**config.mk**
```make
export PLATFORM = sky130hd
export DESIGN_NAME = icetap_jtag_dr_bank_flat
export DESIGN_NICKNAME = d
export VERILOG_FILES = /design/src/rtl/icetap_jtag_pkg.sv /design/src/rtl/icetap_jtag_dr_bank_if.sv /design/src/rtl/icetap_jtag_shift_cnt.sv /design/src/rtl/icetap_jtag_dr_bank.sv /design/src/flat_wrapper.sv
export SDC_FILE = /design/constraint.sdc
export NUM_CORES = 1
export LEC_CHECK = 0
export CAP_MARGIN = 20
export CORE_AREA = 3 3 46 48
export DETAILED_ROUTE_END_ITERATION = 8
export DIE_AREA = 0 0 49 51
export PLACE_DENSITY = 0.84
export SETUP_SLACK_MARGIN = 0.1
export SLEW_MARGIN = 20
export SYNTH_ARGS = -nofsm -noshare
export SYNTH_HDL_FRONTEND = slang
export SYNTH_SLANG_ARGS = --single-unit
export TNS_END_PERCENT = 20
```
**constraint.sdc**
```tcl
create_clock -name tck -period 2.45 [get_ports tck]
set_input_delay 0.245 -clock tck [delete_from_list [all_inputs] [get_ports tck]]
set_output_delay 0.245 -clock tck [all_outputs]
set_load 0.03 [all_outputs]
```
**src/rtl/icetap_jtag_pkg.sv**
```systemverilog
// rtl/icetap_jtag_pkg.sv - slot constants, default widths and slot-name helper for the icetap JTAG DR bank
package icetap_jtag_pkg;

    localparam int DEFAULT_SCAN_N_BITS = 3;
    localparam int DEFAULT_LEN_BITS    = 16;

    localparam int JTAG_REG_VOID         = 0;
    localparam int JTAG_REG_CMD          = 1;
    localparam int JTAG_REG_STATUS       = 2;
    localparam int JTAG_REG_STORE_MASK   = 3;
    localparam int JTAG_REG_TRIGGER_MASK = 4;
    localparam int JTAG_REG_DATA         = 5;

    // Debug text only; never used to build hardware.
    function automatic string jtag_reg_name(input int slot);
        case (slot)
            JTAG_REG_VOID:         return "VOID";
            JTAG_REG_CMD:          return "CMD";
            JTAG_REG_STATUS:       return "STATUS";
            JTAG_REG_STORE_MASK:   return "STORE_MASK";
            JTAG_REG_TRIGGER_MASK: return "TRIGGER_MASK";
            JTAG_REG_DATA:         return "DATA";
            default:               return "UNKNOWN";
        endcase
    endfunction

endpackage

```
**src/rtl/icetap_jtag_dr_bank_if.sv**
```systemverilog
// rtl/icetap_jtag_dr_bank_if.sv - TAP-side and register-side signal bundle of the DR bank
interface icetap_jtag_dr_bank_if
    import icetap_jtag_pkg::*;
#(
    parameter int NR_REGS     = 6,
    parameter int SCAN_N_BITS = DEFAULT_SCAN_N_BITS
);
    logic                   tdi;
    logic                   icetap_tdo;
    logic                   test_logic_reset;
    logic                   capture_dr;
    logic                   shift_dr;
    logic                   update_dr;
    logic                   scan_n_ir;
    logic                   extest_ir;
    logic [NR_REGS-1:0]     reg_capture;
    logic [NR_REGS-1:0]     reg_shift_ena;
    logic [NR_REGS-1:0]     reg_update;
    logic                   reg_shift_data;
    logic [NR_REGS-1:0]     reg_tdo;
    logic [SCAN_N_BITS-1:0] active_reg;
    logic                   len_error;

    modport slave (
        input  tdi, test_logic_reset, capture_dr, shift_dr, update_dr,
        input  scan_n_ir, extest_ir, reg_tdo,
        output icetap_tdo, reg_capture, reg_shift_ena, reg_update,
        output reg_shift_data, active_reg, len_error
    );

    modport master (
        output tdi, test_logic_reset, capture_dr, shift_dr, update_dr,
        output scan_n_ir, extest_ir, reg_tdo,
        input  icetap_tdo, reg_capture, reg_shift_ena, reg_update,
        input  reg_shift_data, active_reg, len_error
    );

endinterface

```
**src/rtl/icetap_jtag_shift_cnt.sv**
```systemverilog
// rtl/icetap_jtag_shift_cnt.sv - saturating DR shift counter and expected-length compare
module icetap_jtag_shift_cnt
    import icetap_jtag_pkg::*;
#(
    parameter int LEN_BITS = DEFAULT_LEN_BITS
) (
    input  logic                tck,
    input  logic                trst_n,
    input  logic                i_clr,
    input  logic                i_capture,
    input  logic                i_shift,
    input  logic [LEN_BITS-1:0] i_expected,
    output logic                o_length_ok
);

    logic [LEN_BITS-1:0] r_cnt;

    // Saturation keeps an overlong scan from wrapping back onto a valid length.
    always_ff @(posedge tck or negedge trst_n) begin
        if (!trst_n) begin
            r_cnt <= '0;
        end else if (i_clr || i_capture) begin
            r_cnt <= '0;
        end else if (i_shift && (r_cnt != '1)) begin
            r_cnt <= r_cnt + LEN_BITS'(1);
        end
    end

    assign o_length_ok = (i_expected == '0) || (r_cnt == i_expected);

endmodule

```
**src/rtl/icetap_jtag_dr_bank.sv**
```systemverilog
// rtl/icetap_jtag_dr_bank.sv - SCAN_N-selected DR strobe decode with bypass slot; length check under ICETAP_JTAG_LEN_CHECK_EN
module icetap_jtag_dr_bank
    import icetap_jtag_pkg::*;
#(
    parameter int                          NR_REGS     = 6,
    parameter int                          SCAN_N_BITS = DEFAULT_SCAN_N_BITS,
    parameter int                          LEN_BITS    = DEFAULT_LEN_BITS,
    parameter logic [NR_REGS*LEN_BITS-1:0] REG_LENGTHS = '0
) (
    input logic                  tck,
    input logic                  trst_n,
    icetap_jtag_dr_bank_if.slave bus
);

    logic [SCAN_N_BITS-1:0] r_active_reg;
    logic [SCAN_N_BITS-1:0] r_scan_sr;
    logic                   r_bypass;

    logic               w_tlr;
    logic               w_upd;
    logic               w_shift;
    logic               w_cap;
    logic               w_scan_sel;
    logic               w_data_sel;
    logic               w_void;
    logic               w_slot_sel;
    logic               w_length_ok;
    logic               w_slot_tdo;
    logic               w_scan_valid;
    logic [NR_REGS-1:0] w_onehot;

    // Resolve overlapping TAP decodes so only one action happens per cycle.
    assign w_tlr   = bus.test_logic_reset;
    assign w_upd   = bus.update_dr & ~w_tlr;
    assign w_shift = bus.shift_dr & ~bus.update_dr & ~w_tlr;
    assign w_cap   = bus.capture_dr & ~bus.shift_dr & ~bus.update_dr & ~w_tlr;

    assign w_scan_sel = bus.scan_n_ir;
    assign w_data_sel = bus.extest_ir & ~bus.scan_n_ir;
    assign w_void     = (r_active_reg == SCAN_N_BITS'(JTAG_REG_VOID));
    assign w_slot_sel = w_data_sel & ~w_void;

    assign w_scan_valid = (32'(r_scan_sr) < NR_REGS);

    always_comb begin
        w_onehot = '0;
        for (int k = 0; k < NR_REGS; k++) begin
            w_onehot[k] = (r_active_reg == SCAN_N_BITS'(k));
        end
    end

    // Slot 0 never reaches here with w_slot_sel high, so its reg_tdo bit is inert.
    assign w_slot_tdo = |(w_onehot & bus.reg_tdo);

    assign bus.reg_capture   = w_onehot & {NR_REGS{w_slot_sel & w_cap & trst_n}};
    assign bus.reg_shift_ena = w_onehot & {NR_REGS{w_slot_sel & w_shift & trst_n}};
    assign bus.reg_update    = w_onehot & {NR_REGS{w_slot_sel & w_upd & w_length_ok & trst_n}};
    assign bus.reg_shift_data = bus.tdi & (|bus.reg_shift_ena);

    always_comb begin
        bus.icetap_tdo = 1'b0;
        if (trst_n) begin
            if (w_scan_sel) begin
                bus.icetap_tdo = r_scan_sr[0];
            end else if (w_data_sel) begin
                bus.icetap_tdo = w_void ? r_bypass : w_slot_tdo;
            end
        end
    end

    assign bus.active_reg = r_active_reg;

    // Selection is shadowed in r_scan_sr and only committed on Update-DR.
    always_ff @(posedge tck or negedge trst_n) begin
        if (!trst_n) begin
            r_active_reg <= '0;
            r_scan_sr    <= '0;
            r_bypass     <= 1'b0;
        end else if (w_tlr) begin
            r_active_reg <= '0;
            r_scan_sr    <= '0;
            r_bypass     <= 1'b0;
        end else if (w_scan_sel) begin
            if (w_upd) begin
                r_active_reg <= w_scan_valid ? r_scan_sr : SCAN_N_BITS'(JTAG_REG_VOID);
            end else if (w_shift) begin
                r_scan_sr <= (r_scan_sr >> 1) | (SCAN_N_BITS'(bus.tdi) << (SCAN_N_BITS - 1));
            end else if (w_cap) begin
                r_scan_sr <= r_active_reg;
            end
        end else if (w_data_sel && w_void) begin
            if (w_shift) begin
                r_bypass <= bus.tdi;
            end else if (w_cap) begin
                r_bypass <= 1'b0;
            end
        end
    end

`ifdef ICETAP_JTAG_LEN_CHECK_EN
    logic                r_len_error;
    logic [LEN_BITS-1:0] w_expected;

    always_comb begin
        w_expected = '0;
        for (int k = 0; k < NR_REGS; k++) begin
            if (w_onehot[k]) begin
                w_expected = REG_LENGTHS[k*LEN_BITS +: LEN_BITS];
            end
        end
    end

    icetap_jtag_shift_cnt #(
        .LEN_BITS (LEN_BITS)
    ) u_shift_cnt (
        .tck         (tck),
        .trst_n      (trst_n),
        .i_clr       (w_tlr),
        .i_capture   (w_cap),
        .i_shift     (w_shift),
        .i_expected  (w_expected),
        .o_length_ok (w_length_ok)
    );

    // Sticky until the debugger re-selects a register through SCAN_N.
    always_ff @(posedge tck or negedge trst_n) begin
        if (!trst_n) begin
            r_len_error <= 1'b0;
        end else if (w_tlr) begin
            r_len_error <= 1'b0;
        end else if (w_scan_sel && w_upd) begin
            r_len_error <= 1'b0;
        end else if (w_slot_sel && w_upd && !w_length_ok) begin
            r_len_error <= 1'b1;
        end
    end

    assign bus.len_error = r_len_error;
`else
    assign w_length_ok   = 1'b1;
    assign bus.len_error = 1'b0;
`endif

endmodule

```
**src/flat_wrapper.sv**
```systemverilog
// flat-port wrapper written by rule: the top's interface ports become plain ports
module icetap_jtag_dr_bank_flat import icetap_jtag_pkg::*;
#(
    parameter int                          NR_REGS     = 6,
    parameter int                          SCAN_N_BITS = DEFAULT_SCAN_N_BITS,
    parameter int                          LEN_BITS    = DEFAULT_LEN_BITS,
    parameter logic [NR_REGS*LEN_BITS-1:0] REG_LENGTHS = '0
)
  (tck, trst_n, bus_tdi, bus_test_logic_reset, bus_capture_dr, bus_shift_dr, bus_update_dr, bus_scan_n_ir, bus_extest_ir, bus_reg_tdo, bus_icetap_tdo, bus_reg_capture, bus_reg_shift_ena, bus_reg_update, bus_reg_shift_data, bus_active_reg, bus_len_error);
  icetap_jtag_dr_bank_if #(.NR_REGS(NR_REGS), .SCAN_N_BITS(SCAN_N_BITS)) bus_i ();
  input logic tck;
  input logic trst_n;
  input wire logic [$bits(bus_i.tdi)-1:0] bus_tdi;
  input wire logic [$bits(bus_i.test_logic_reset)-1:0] bus_test_logic_reset;
  input wire logic [$bits(bus_i.capture_dr)-1:0] bus_capture_dr;
  input wire logic [$bits(bus_i.shift_dr)-1:0] bus_shift_dr;
  input wire logic [$bits(bus_i.update_dr)-1:0] bus_update_dr;
  input wire logic [$bits(bus_i.scan_n_ir)-1:0] bus_scan_n_ir;
  input wire logic [$bits(bus_i.extest_ir)-1:0] bus_extest_ir;
  input wire logic [$bits(bus_i.reg_tdo)-1:0] bus_reg_tdo;
  output wire logic [$bits(bus_i.icetap_tdo)-1:0] bus_icetap_tdo;
  output wire logic [$bits(bus_i.reg_capture)-1:0] bus_reg_capture;
  output wire logic [$bits(bus_i.reg_shift_ena)-1:0] bus_reg_shift_ena;
  output wire logic [$bits(bus_i.reg_update)-1:0] bus_reg_update;
  output wire logic [$bits(bus_i.reg_shift_data)-1:0] bus_reg_shift_data;
  output wire logic [$bits(bus_i.active_reg)-1:0] bus_active_reg;
  output wire logic [$bits(bus_i.len_error)-1:0] bus_len_error;
  assign bus_i.tdi = bus_tdi;
  assign bus_i.test_logic_reset = bus_test_logic_reset;
  assign bus_i.capture_dr = bus_capture_dr;
  assign bus_i.shift_dr = bus_shift_dr;
  assign bus_i.update_dr = bus_update_dr;
  assign bus_i.scan_n_ir = bus_scan_n_ir;
  assign bus_i.extest_ir = bus_extest_ir;
  assign bus_i.reg_tdo = bus_reg_tdo;
  assign bus_icetap_tdo = bus_i.icetap_tdo;
  assign bus_reg_capture = bus_i.reg_capture;
  assign bus_reg_shift_ena = bus_i.reg_shift_ena;
  assign bus_reg_update = bus_i.reg_update;
  assign bus_reg_shift_data = bus_i.reg_shift_data;
  assign bus_active_reg = bus_i.active_reg;
  assign bus_len_error = bus_i.len_error;
  icetap_jtag_dr_bank #(.NR_REGS(NR_REGS), .SCAN_N_BITS(SCAN_N_BITS), .LEN_BITS(LEN_BITS), .REG_LENGTHS(REG_LENGTHS)) u_core (.tck(tck), .trst_n(trst_n), .bus(bus_i));
endmodule
```
Yosys cells after proc, flatten, opt, wreduce, memory -nomap -nowiden
Index checks and enable logic that the tools add are counted.
{"block": "classes", "magnitude_cmp": 1, "n_eq_ne": 7, "n_mux": 18, "bitwise_logic": 25, "reduce_logical": 11}
{"operator": "3-bit two-way mux", "count": 9}
{"operator": "6-bit bitwise AND", "count": 4}
{"operator": "1-bit bitwise AND", "count": 15}
{"operator": "6-bit OR reduction", "count": 2}
{"operator": "1-bit two-way mux", "count": 9}
{"operator": "3-bit by 2-bit equality test with 1-bit output, second input constant", "count": 2}
{"operator": "3-bit equality test, second input constant", "count": 2}
{"operator": "3-bit AND reduction", "count": 2}
{"operator": "2-bit nonzero test", "count": 3}
{"operator": "1-bit inverter", "count": 5}
{"operator": "2-bit != test, second input constant", "count": 2}
{"operator": "3-bit by 1-bit equality test with 1-bit output, second input constant", "count": 1}
{"operator": "3-bit zero test", "count": 1}
{"operator": "3-bit < comparator, second input constant", "count": 1}
{"operator": "2-bit by 3-bit OR with 3-bit output", "count": 1}
{"operator": "3-bit nonzero test", "count": 1}
{"operator": "2-bit AND reduction", "count": 1}
{"operator": "1-bit logical AND", "count": 1}
{"block": "totals", "register_bits": 7, "inputBits": 15, "out_inout_bits": 24, "wordCells": 65}

Logic depth before layout (Yosys ltp)
Gate-level depths: netlist (run 1).
{"block": "depth", "ltp_word": 9, "ltp_mapped": 4, "mapped_depth_nobuf": 3}

Worst setup path after synthesis (run 1)
Ideal clock, no wire load.
{"block": "synth_path", "path_kind": "flip-flop to output port", "startpoint": "register u_core.r_active_reg[2] (netlist: u_core.bus.active_reg[2])", "endpoint": "output port bus_reg_shift_data", "arrival_ps": 2453, "required_time_ps": 2205, "path_slack_ps": -248, "path_stages_with_launch": 4, "path_buffers": 1, "path_cell_list": "dfrtp_1 clkbuf_1 nor3_1 a2111oi_0"}
{"block": "synth_via", "elab_chain_cells": 8, "word_cells_on_any_way": 13, "cone_classes": "eq/ne (5); bitwise (6); reduce/logical (2)"}
{"item": "start, declared", "line_no": "icetap_jtag_dr_bank.sv:15", "text": "logic [SCAN_N_BITS-1:0] r_active_reg;"}
{"item": "start signal, assigned", "line_no": "icetap_jtag_dr_bank.sv:85", "text": "r_active_reg <= w_scan_valid ? r_scan_sr : SCAN_N_BITS'(JTAG_REG_VOID);"}
{"item": "3-bit zero test", "line_no": "icetap_jtag_dr_bank.sv:40, icetap_jtag_dr_bank.sv:48"}
{"item": "1-bit inverter", "line_no": "icetap_jtag_dr_bank.sv:41", "text": "assign w_slot_sel = w_data_sel & ~w_void;"}
{"item": "1-bit bitwise AND", "line_no": "icetap_jtag_dr_bank.sv:41"}
{"item": "1-bit bitwise AND (2 in a row)", "line_no": "icetap_jtag_dr_bank.sv:56", "text": "assign bus.reg_shift_ena = w_onehot & {NR_REGS{w_slot_sel & w_shift & trst_n}};"}
{"item": "6-bit bitwise AND *", "line_no": "icetap_jtag_dr_bank.sv:56"}
{"item": "6-bit OR reduction *", "line_no": "icetap_jtag_dr_bank.sv:58", "text": "assign bus.reg_shift_data = bus.tdi & (|bus.reg_shift_ena);"}
{"item": "1-bit bitwise AND *", "line_no": "icetap_jtag_dr_bank.sv:58"}
{"item": "end, declared", "line_no": "flat_wrapper.sv:25", "text": "output wire logic [$bits(bus_i.reg_shift_data)-1:0] bus_reg_shift_data;"}
Mark *: on every way between the ends. The rest lies on a longest branch, timed or not.

Final worst setup path (run 1)
{"block": "layout_path", "startpoint": "register u_core.r_active_reg[1] (netlist: u_core.bus.active_reg[1])", "endpoint": "output port bus_reg_shift_ena[4]"}
{"block": "layout_via", "elab_chain_cells": 6, "word_cells_on_any_way": 7, "cone_classes": "eq/ne (1); bitwise (5); reduce/logical (1)"}
{"item": "3-bit zero test", "line_no": "icetap_jtag_dr_bank.sv:40", "text": "assign w_void = (r_active_reg == SCAN_N_BITS'(JTAG_REG_VOID));"}
{"item": "1-bit inverter", "line_no": "icetap_jtag_dr_bank.sv:41"}
{"item": "1-bit bitwise AND", "line_no": "icetap_jtag_dr_bank.sv:41"}
{"item": "1-bit bitwise AND (2 in a row)", "line_no": "icetap_jtag_dr_bank.sv:56"}
{"item": "6-bit bitwise AND *", "line_no": "icetap_jtag_dr_bank.sv:56"}
{"item": "end, declared", "line_no": "flat_wrapper.sv:23", "text": "output wire logic [$bits(bus_i.reg_shift_ena)-1:0] bus_reg_shift_ena;"}
Marks and branches as above.

==> flow_metrics.py, run 1 <==
metrics = {
    "worst_hold_path": {
        "hold_class": "input pin to async pin",
    },
    "global_route": {
        "top_usage_layer": "met2",
        "gr-usage-all-layers_pct": 15.9,
        "grt_overflow_total": 0,
        "grt_pass1_vias": 751,
        "antenna_found_initial": 0,
        "met2_usage_pct": 28.1,
        "gr-usage-met1_pct": 17.3,
        "grt_first_pass_wirelength_um": 3140,
        "grt_use_met3_pct": 5.83,
        "grt_max_degree": 14,
    },
    "die": {
        "rows": 15,
        "die_h_um": 51,
        "ios": 39,
        "core_mm2": 0.00175,
        "die-area_mm2": 0.00250,
        "start_util_pct": 38.6,
        "die-width_um": 49,
    },
    "logic_synthesis": {
        "synthMostInstantiatedCell": "nor2_1",
        "ys.flop_type": "dfrtp_1",
        "synth-edff-count": 0,
        "syn_avg_cell_area_um2": 7.84,
        "seq_area_frac_synth_pct": 26.0,
        "ys_ff_latch": 7,
        "synth_async_sr_flop_share_pct": 100,
        "yosys-top-cells-area": "dfrtp_1 26%, nor2_1 8.9%, nand2_1 5.0%, mux2i_1 4.5%, buf_4 4.5%",
        "synth_top_area_cell": "dfrtp_1",
        "synth_warnings": 0,
        "synthesis.area_um2": 674,
        "synthCells": 86,
        "ys_types": 33,
        "synth.top_cell.area_share_pct": 26.0,
        "synth_common_cells": "16 x nor2_1, 9 x nand2_1, 7 x dfrtp_1",
    },
    "timing": {
        "slew_violations": 0,
        "skew_ps": 4.45,
        "finalHoldViolations": 0,
        "layout_setup_ws_ps": 183,
        "period_share_pct": 92.5,
        "max_freq_mhz": 441,
        "rsz0062_at_grt": "yes",
        "finalSetupViolCount": 0,
        "final.setup.tns_ps": 0,
        "period_minus_slack_ps": 2270,
    },
    "layout": {
        "design_area_mm2": 0.00107,
        "final_net_count": 139,
        "antenna_cells": 0,
        "drive_above_1_share_pct": 22.8,
        "syn_to_final_growth_pct": 58.8,
    },
    "power_and_ir_drop": {
        "irDropWorstVdd_mv": 0.351,
        "powerDensity_mw_per_mm2": 274,
        "leakagePower_nw": 0.566,
    },
    "place": {
        "placed_cell_area_mm2": 0.00102,
        "hpwl_um": 1550,
        "io_buffers": 33,
        "place_ws_ps": 113,
        "globalplace.congestion": 0.893,
    },
    "route": {
        "vias_per_cell": 5.35,
        "drt_pass1_iterations": 4,
        "post_drt_wl_per_cell_um": 13.8,
        "drt_iter0_drc": 17,
        "antenna_left": 0,
        "drc_errors": 0,
        "wirelength_um": 2040,
        "vias": 792,
    },
    "clocking": {
        "cts.repair.resized": 1,
        "cts_tree": "built",
        "cts_made_buffers": 3,
        "clock_sinks": 7,
        "clk_latency_ps": 250,
        "postCtsSetupBuffers": 0,
        "cts_hold_buffers": 0,
        "ctsRootBufferMaster": "clkbuf_4",
        "clkTransAtPathRegs_ps": 50,
        "htree_levels": 1,
        "clk_path_buf_depth": 2,
    },
    "critical_path": {
        "arrival_ps": 2020,
        "critPathRequiredTime_ps": 2200,
        "crit_fanout": 13,
        "cp-end-kind": "primary output",
        "cp-start-kind": "flop",
        "critPathKind": "flop to primary output",
    },
    "run_status": {
        "outcome": "finished, final reports clean",
    },
    "run": {
        "drv_cap": 0,
    },
}
## worst max-delay path, stage by stage, from the launching register on
cell     delay, ps
dfrtp_2        490
or4b_2         670
or2_2          330
nor2_1         110
buf_4          160
## layer usage
metal  part of all wire, %  wire (um)
met5                     0          0
met1                    40        823
met3                   6.4        130
met2                    52       1060
met4                  0.93         19
## cells in the final DEF (no fill, tap or decap), types with 4 or more instances in the layout
master / instances
nor2_1: 16
conb_1: 4
nor2b_1: 4
a21oi_1: 4
clkdlybuf4s50_1: 15
dfrtp_1: 6
buf_4: 16
dlymetal6s2s_1: 8
nand2_1: 9
## through the flow
step / std cells / power [mW] / hold slack (ps) / util [%]
detailed placement: 144 / 0.191 / 554 / 58.4
floorplan: 89 / 0.159 / -50.6 / -
CTS: 148 / 0.296 / 326 / 59.8
finish: 148 / 0.293 / 337 / 61.4
global placement: 144 / 0.189 / 536 / 58.4
global route: 148 / 0.314 / 332 / 61.4
## area by class of cell
| class | instances | area, um^2 |
|---|---|---|
| Fill cell | 173 | 674 |
| Multi-Input combinational cell | 72 | 458 |
| Timing Repair Buffer | 40 | 379 |
| Sequential cell | 7 | 176 |
| Tap cell | 25 | 31.3 |
| Clock buffer | 4 | 26.3 |
## final timing paths
path,startpoint,endpoint,slack [ps],cells after the start
max,u_core.bus.active_reg[1],bus_reg_shift_ena[4],180,4
min,trst_n,u_core.r_bypass,340,2
max reg2reg,u_core.bus.active_reg[1],u_core.r_bypass,860,3
min reg2reg,u_core.r_bypass,u_core.r_bypass,570,2
max in group asynchronous,trst_n,u_core.bus.active_reg[1],1950,2
min in group tck,bus_scan_n_ir,u_core.r_bypass,460,3
## report_power, final
| part | total, mW | switching (mW) | internal (mW) |
|---|---|---|---|
| registers | 0.119 | 0.00133 | 0.117 |
| clock network | 0.103 | 0.0412 | 0.0621 |
| logic | 0.0712 | 0.0358 | 0.0354 |
| total | 0.293 | 0.0783 | 0.215 |
## logic make-up after synthesis
kind of cell / after synthesis / share of synthesized area, %
AO/OA/AOI/OAI: 12 / 13.0
buffers and inverters: 10 / 8.91
flip-flops: 7 / 26.0
multiplexers: 7 / 12.2
other: 1 / 0.556
AND/OR/NAND/NOR: 49 / 39.3
No activity file was read; power rests on OpenSTA's default activity.
==> run 2, diff against run 1 <==
SLEW_MARGIN = default   (was 20)
==> results of run 2 <==
No change in the layout: final DEF, timing and power equal those of run 1.
==> run 3, diff against run 2 <==
CAP_MARGIN = 0   (was 20)
==> results of run 3 <==
No change in the layout: final DEF, timing and power equal those of run 1.
